File: config.mk
export PLATFORM = sky130hd
export DESIGN_NAME = sprite_table_loader_flat
export DESIGN_NICKNAME = d
export VERILOG_FILES = /design/src/rtl/sprite_table_loader_if.sv /design/src/rtl/sprite_table_loader.sv /design/src/flat_wrapper.sv
export SDC_FILE = /design/constraint.sdc
export NUM_CORES = 1
export LEC_CHECK = 0
export ABC_CLOCK_PERIOD_IN_PS = 1400
export CAP_MARGIN = 20
export CORE_MARGIN = 3
export CORE_UTILIZATION = 47
export DETAILED_ROUTE_END_ITERATION = 16
export HOLD_SLACK_MARGIN = 0.05
export PLACE_DENSITY_LB_ADDON = 0.15
export SLEW_MARGIN = 30
export SYNTH_ARGS = -nofsm -noshare
export SYNTH_HDL_FRONTEND = slang
export SYNTH_SLANG_ARGS = --single-unit
File: constraint.sdc
create_clock -name clock -period 1.4 [get_ports clock]
set_input_delay 0.28 -clock clock [delete_from_list [all_inputs] [get_ports clock]]
set_output_delay 0.28 -clock clock [all_outputs]
set_load 0.02 [all_outputs]
File: src/rtl/sprite_table_loader_if.sv
// ---- sprite_table_loader_if : sprite update write channel (valid/ready) ---- rev 1.0
`default_nettype none

interface sprite_table_loader_if;
  logic       wr_valid;
  logic       wr_ready;
  logic       wr_id;
  logic [8:0] wr_x;
  logic [8:0] wr_y;
  logic [3:0] wr_anim;
  logic       wr_flip;
  logic       wr_alt_pal;
  logic       wr_animate;
  logic [1:0] wr_frame;

  modport master (
    output wr_valid, wr_id, wr_x, wr_y, wr_anim, wr_flip, wr_alt_pal, wr_animate, wr_frame,
    input  wr_ready
  );

  modport slave (
    input  wr_valid, wr_id, wr_x, wr_y, wr_anim, wr_flip, wr_alt_pal, wr_animate, wr_frame,
    output wr_ready
  );
endinterface

`default_nettype wire

File: src/rtl/sprite_table_loader.sv
// ---- sprite_table_loader : pending/active sprite table committed at vsync rise ---- rev 1.0
`default_nettype none

module sprite_table_loader #(
  parameter int ANIM_DIV = 8
) (
  input  logic                        clock,
  input  logic                        reset,
  input  logic                        vsync,
  sprite_table_loader_if.slave        wr,
  output logic [63:0]                 sprites,
  output logic                        frame_tick
);

  localparam logic       ST_OPEN   = 1'b0;
  localparam logic       ST_COMMIT = 1'b1;
  localparam logic [7:0] DIV_LAST  = 8'(ANIM_DIV - 1);

  logic        state_q, state_d;
  logic        vsync_q, vsync_d;
  logic        ready_q, ready_d;
  logic [31:0] pend_word_q [2];
  logic [31:0] pend_word_d [2];
  logic [1:0]  pend_anim_q, pend_anim_d;
  logic [1:0]  dirty_q, dirty_d;
  logic [31:0] act_word_q [2];
  logic [31:0] act_word_d [2];
  logic [1:0]  act_anim_q, act_anim_d;
  logic [7:0]  div_q, div_d;
  logic [1:0]  anim_frame_q, anim_frame_d;
  logic [63:0] sprites_q, sprites_d;
  logic        tick_q, tick_d;

  logic        vsync_rise;
  logic        accept;
  logic [31:0] wr_word;
  logic [31:0] shown [2];

  assign vsync_rise = vsync & ~vsync_q;
  assign accept     = wr.wr_valid & ready_q & (state_q == ST_OPEN);
  // flip is stored inverted: the ppu expects bit 7 high for the unmirrored sprite
  assign wr_word    = {wr.wr_x, wr.wr_y, 6'd0, ~wr.wr_flip, wr.wr_anim, wr.wr_frame, wr.wr_alt_pal};

  assign wr.wr_ready = ready_q;
  assign sprites     = sprites_q;
  assign frame_tick  = tick_q;

  always_ff @(posedge clock) begin
    if (!reset) begin
      state_q      <= ST_OPEN;
      vsync_q      <= 1'b0;
      ready_q      <= 1'b0;
      pend_word_q  <= '{default: '0};
      pend_anim_q  <= '0;
      dirty_q      <= '0;
      act_word_q   <= '{default: '0};
      act_anim_q   <= '0;
      div_q        <= '0;
      anim_frame_q <= '0;
      sprites_q    <= '0;
      tick_q       <= 1'b0;
    end else begin
      state_q      <= state_d;
      vsync_q      <= vsync_d;
      ready_q      <= ready_d;
      pend_word_q  <= pend_word_d;
      pend_anim_q  <= pend_anim_d;
      dirty_q      <= dirty_d;
      act_word_q   <= act_word_d;
      act_anim_q   <= act_anim_d;
      div_q        <= div_d;
      anim_frame_q <= anim_frame_d;
      sprites_q    <= sprites_d;
      tick_q       <= tick_d;
    end
  end

  always_comb begin
    state_d = state_q;
    case (state_q)
      ST_OPEN:   if (vsync_rise) state_d = ST_COMMIT;
      ST_COMMIT: state_d = ST_OPEN;
      default:   state_d = ST_OPEN;
    endcase
  end

  always_comb begin
    vsync_d      = vsync;
    ready_d      = (state_d == ST_OPEN);
    pend_word_d  = pend_word_q;
    pend_anim_d  = pend_anim_q;
    dirty_d      = dirty_q;
    act_word_d   = act_word_q;
    act_anim_d   = act_anim_q;
    div_d        = div_q;
    anim_frame_d = anim_frame_q;
    sprites_d    = sprites_q;
    tick_d       = 1'b0;
    shown        = '{default: '0};

    if (accept) begin
      pend_word_d[wr.wr_id] = wr_word;
      pend_anim_d[wr.wr_id] = wr.wr_animate;
      dirty_d[wr.wr_id]     = 1'b1;
    end

    if (state_q == ST_COMMIT) begin
      if (div_q == DIV_LAST) begin
        div_d        = '0;
        anim_frame_d = anim_frame_q + 2'd1;
      end else begin
        div_d = div_q + 8'd1;
      end
      // clean animated sprites are refreshed too so they follow the new frame
      for (int i = 0; i < 2; i++) begin
        if (dirty_q[i]) begin
          act_word_d[i] = pend_word_q[i];
          act_anim_d[i] = pend_anim_q[i];
        end
        shown[i] = act_word_d[i];
        if (act_anim_d[i]) shown[i][2:1] = anim_frame_d;
      end
      dirty_d   = '0;
      sprites_d = {shown[0], shown[1]};
      tick_d    = 1'b1;
    end
  end

endmodule

`default_nettype wire
File: src/flat_wrapper.sv
// flat-port wrapper written by rule: the top's interface ports become plain ports
module sprite_table_loader_flat 
#(
  parameter int ANIM_DIV = 8
)
  (clock, reset, vsync, sprites, frame_tick, wr_wr_valid, wr_wr_id, wr_wr_x, wr_wr_y, wr_wr_anim, wr_wr_flip, wr_wr_alt_pal, wr_wr_animate, wr_wr_frame, wr_wr_ready);
  sprite_table_loader_if wr_i ();
  input  logic clock;
  input  logic reset;
  input  logic vsync;
  output logic [63:0] sprites;
  output logic frame_tick;
  input wire logic [$bits(wr_i.wr_valid)-1:0] wr_wr_valid;
  input wire logic [$bits(wr_i.wr_id)-1:0] wr_wr_id;
  input wire logic [$bits(wr_i.wr_x)-1:0] wr_wr_x;
  input wire logic [$bits(wr_i.wr_y)-1:0] wr_wr_y;
  input wire logic [$bits(wr_i.wr_anim)-1:0] wr_wr_anim;
  input wire logic [$bits(wr_i.wr_flip)-1:0] wr_wr_flip;
  input wire logic [$bits(wr_i.wr_alt_pal)-1:0] wr_wr_alt_pal;
  input wire logic [$bits(wr_i.wr_animate)-1:0] wr_wr_animate;
  input wire logic [$bits(wr_i.wr_frame)-1:0] wr_wr_frame;
  output wire logic [$bits(wr_i.wr_ready)-1:0] wr_wr_ready;
  assign wr_i.wr_valid = wr_wr_valid;
  assign wr_i.wr_id = wr_wr_id;
  assign wr_i.wr_x = wr_wr_x;
  assign wr_i.wr_y = wr_wr_y;
  assign wr_i.wr_anim = wr_wr_anim;
  assign wr_i.wr_flip = wr_wr_flip;
  assign wr_i.wr_alt_pal = wr_wr_alt_pal;
  assign wr_i.wr_animate = wr_wr_animate;
  assign wr_i.wr_frame = wr_wr_frame;
  assign wr_wr_ready = wr_i.wr_ready;
  sprite_table_loader #(.ANIM_DIV(ANIM_DIV)) u_core (.clock(clock), .reset(reset), .vsync(vsync), .wr(wr_i), .sprites(sprites), .frame_tick(frame_tick));
endmodule
==> results by group <==
Status
  • Status: finished with violations
  • Violated checks: negative setup slack

Synth
  • Yosys cell types: 42
  • Mean area per synthesized cell: 8.51 µm²
  • Syn Std Cell Area: 5420 µm²
  • Post-synthesis sequential area ratio: 0.473
  • Synth warn: 0
  • Syn Inst Count: 637
  • Yosys reg bits: 128

Critical path
  • Critical Path AT: 1750 ps
  • Crit start category: flip-flop
  • Crit path max fanout: 5
  • Class of the most critical setup path: reg -> reg
  • CP required: 1700 ps
  • Critical path endpoint category: flip-flop

CTS
  • Clock transition at path regs: 50 ps
  • Root Driver: clkbuf_16
  • Sink Count: 128
  • Clock Path Buffers: 2
  • Clk Latency, worst-skew pair: 400 ps
  • CTS tree: built
  • Total CTS buffers: 17
  • Count of hold-fix buffers inserted at cts: 0
  • Htree depth: 4

Detailed routing
  • Routed vias: 4230
  • Vias per std cell: 5.03
  • DR iter-0 viols: 190
  • Avg WL per Cell: 14.6 µm
  • DRT antenna net count: 0
  • Drt drc: 0
  • First drt pass iteration count: 4
  • Drt total wl: 12.3 mm

STA
  • Setup TNS: -178 ps
  • Final WS setup: -55.6 ps
  • Worst hold margin: 245 ps
  • Max Slew Vio Count: 0
  • Peak Freq: 687 MHz
  • Final setup viols: 4
  • RSZ-0062 raised after global routing: true
  • Setup Skew: 6.42 ps
  • Final min period: 1460 ps
  • Fin. Hold Viols: 0
  • Final period utilization: 1.04

Floorplanning
  • Vert. Die Dim: 113 µm
  • I/O pin total: 98
  • Initial Utilization: 0.491
  • Die ar.: 12900 µm²
  • Die width: 113 µm
  • Rows: 38
  • Core Area: 11000 µm²

Pwr
  • Sw Ratio: 0.203
  • Static Leak: 2.71 nW
  • Comb power frac: 0.053
  • Clk pwr share: 0.515
  • Reg power frac: 0.432
  • Power density cells: 1250 nW/µm²
  • Sw Pwr: 1.76 mW
  • Maximum vdd ir drop: 0.630 mV
  • Int Power: 6.89 mW

Cells and area
  • P&R area growth vs syn: 27.4%
  • Final Non-Filler Cells: 841
  • Layout cells sized above 1: 0.136
  • Util after Layout: 0.626
  • Diode count: 0
  • # fillers: 963
  • Final #Nets: 724

GRT
  • All-Layer GR Usage: 0.191
  • Largest net degree at the start of global routing: 100
  • Initial antenna violation count: 0
  • First-pass GRT wire length: 19.6 mm
  • GRT overflow: 0
  • Vias in the first global route: 4106

Placement
  • DP Worst Slack: -309 ps
  • Gpl congestion: 0.849
  • Placed cell count: 806
  • Dpl hpwl: 8.24 mm
  • IO buf count: 85

Job
  • Max-cap violations: 0

Hold path
  • Worst hold path class: in -> reg
-- timing repair --
item,4_1_cts,5_1_grt
resized for setup,63,21
endpoints found under the setup margin,58,39
gates cloned,0,1
setup buffers,3,2
pin swaps,6,6
-- cell type report --
class,instances,area [µm²],share of cell area
flip-flops and latches,128,2570,0.372
multi-input cells,418,2320,0.337
repair buffers,122,1210,0.176
clock buffers,25,536,0.0776
well taps,140,175,0.0254
clock inverters,4,72.6,0.0105
inverters,4,15.0,0.00217
-- path summary, 6_finish.rpt --
kind | slack [ps] | start | cells after the start | end
setup / recovery | -60 | u_core.div_q[0] | 5 | u_core.div_q[1]
hold / removal | 250 | reset | 3 | u_core.frame_tick
setup reg to reg | -60 | u_core.div_q[0] | 5 | u_core.div_q[1]
hold reg to reg | 430 | u_core.vsync_q | 1 | u_core.state_q
-- cells in the final DEF, fill, tap and decap left out, drive strengths merged, types with 4 or more instances in the layout --
| master | synthesis | routed |
|---|---|---|
| a21boi | 106 | 106 |
| a22oi | 4 | 4 |
| and2 | 6 | 6 |
| buf | 80 | 37 |
| clkbuf | 18 | 29 |
| clkdlybuf4s15 | 0 | 9 |
| clkdlybuf4s50 | 0 | 30 |
| conb | 1 | 12 |
| dfxtp | 128 | 128 |
| dlygate4sd2 | 0 | 42 |
| inv | 4 | 4 |
| nand2 | 232 | 232 |
| nor2 | 8 | 8 |
| nor3 | 4 | 4 |
| or3 | 4 | 4 |
| xnor2 | 5 | 5 |
-- metrics by stage --
stage	total power, mW	instance area, µm²
3_5_place_dp	4.25	6240
6_report	8.65	6900
3_3_place_gp	4.24	6240
2_1_floorplan	4.06	5480
4_1_cts	8.71	6820
5_1_grt	8.92	6900
-- power by group through the flow --
stage	sequential [mW]	combinational, mW	clock, mW
2_1_floorplan	3.81	0.256	0
3_3_place_gp	3.81	0.432	0
3_5_place_dp	3.81	0.438	0
4_1_cts	3.73	0.441	4.54
5_1_grt	3.74	0.489	4.69
6_report	3.74	0.455	4.46
-- cell usage after synthesis, drive strengths merged --
library cell,count,share of area
nor4b,3,0.0099
nor3b,2,0.0028
clkbuf,18,0.014
dfxtp,128,0.47
nor3,4,0.0037
a21boi,106,0.15
nand2,232,0.16
o21a,2,0.0028
o32ai,2,0.0032
a22oi,4,0.0055
nor2,8,0.0060
or3,4,0.0046
and2,6,0.0069
a22o,2,0.0032
nor4,2,0.0023
conb,1,0.00069
buf,80,0.10
and4bb,1,0.0030
xor2,3,0.0048
o31a,1,0.0016
o211a,2,0.0037
nand4b,1,0.0028
o32a,1,0.0018
inv,4,0.0028
mux2i,2,0.0037
nor2b,2,0.0037
and3,1,0.0012
nand4,3,0.0035
o21ai,1,0.00092
nand3,2,0.0018
xnor2,5,0.0081
a211oi,2,0.0028
ha,1,0.0023
o31ai,1,0.0014
-- state kept, by name, summed over array words and instances, names as in the netlist --
name,flops
u_core.dirty_q,2
u_core.div_q,8
u_core.anim_frame_q,2
u_core.frame_tick,1
u_core.pend_word_q,52
u_core.vsync_q,1
u_core.act_word_q,4
u_core.state_q,1
u_core.sprites,52
u_core.act_anim_q,2
u_core.pend_anim_q,2
u_core.wr.wr_ready,1
-- logic make-up (layout without fill, tap and decap cells) --
| logic type | after synthesis | count (layout) | synth area share |
|---|---|---|---|
| AOI/OAI and AO/OA | 124 | 124 | 0.174 |
| DFF | 128 | 128 | 0.473 |
| xor gates and xnor gates | 8 | 8 | 0.0129 |
| other | 1 | 12 | 0.000692 |
| and+or+nand+nor | 271 | 271 | 0.213 |
| adders and majority gates | 1 | 1 | 0.00231 |
| muxes | 2 | 2 | 0.00369 |
| buffers and inverters | 102 | 155 | 0.120 |
-- per-layer routing --
metal | vias to the layer above | GRT usage | part of all wire
met5 | - | 0 | 0
met4 | 0 | 0.0753 | 0.015
met3 | 20 | 0.0541 | 0.048
met2 | 105 | 0.313 | 0.48
met1 | 1992 | 0.240 | 0.45
li1 | 2113 | - | -
-- critical path, stage by stage (launching register included) --
cell,delay [ps]
dfxtp_2,350
ha_4,130
and4bb_4,260
nor4b_4,330
nor2_2,70
a22o_1,200
Power figures use the tool's default switching activity.
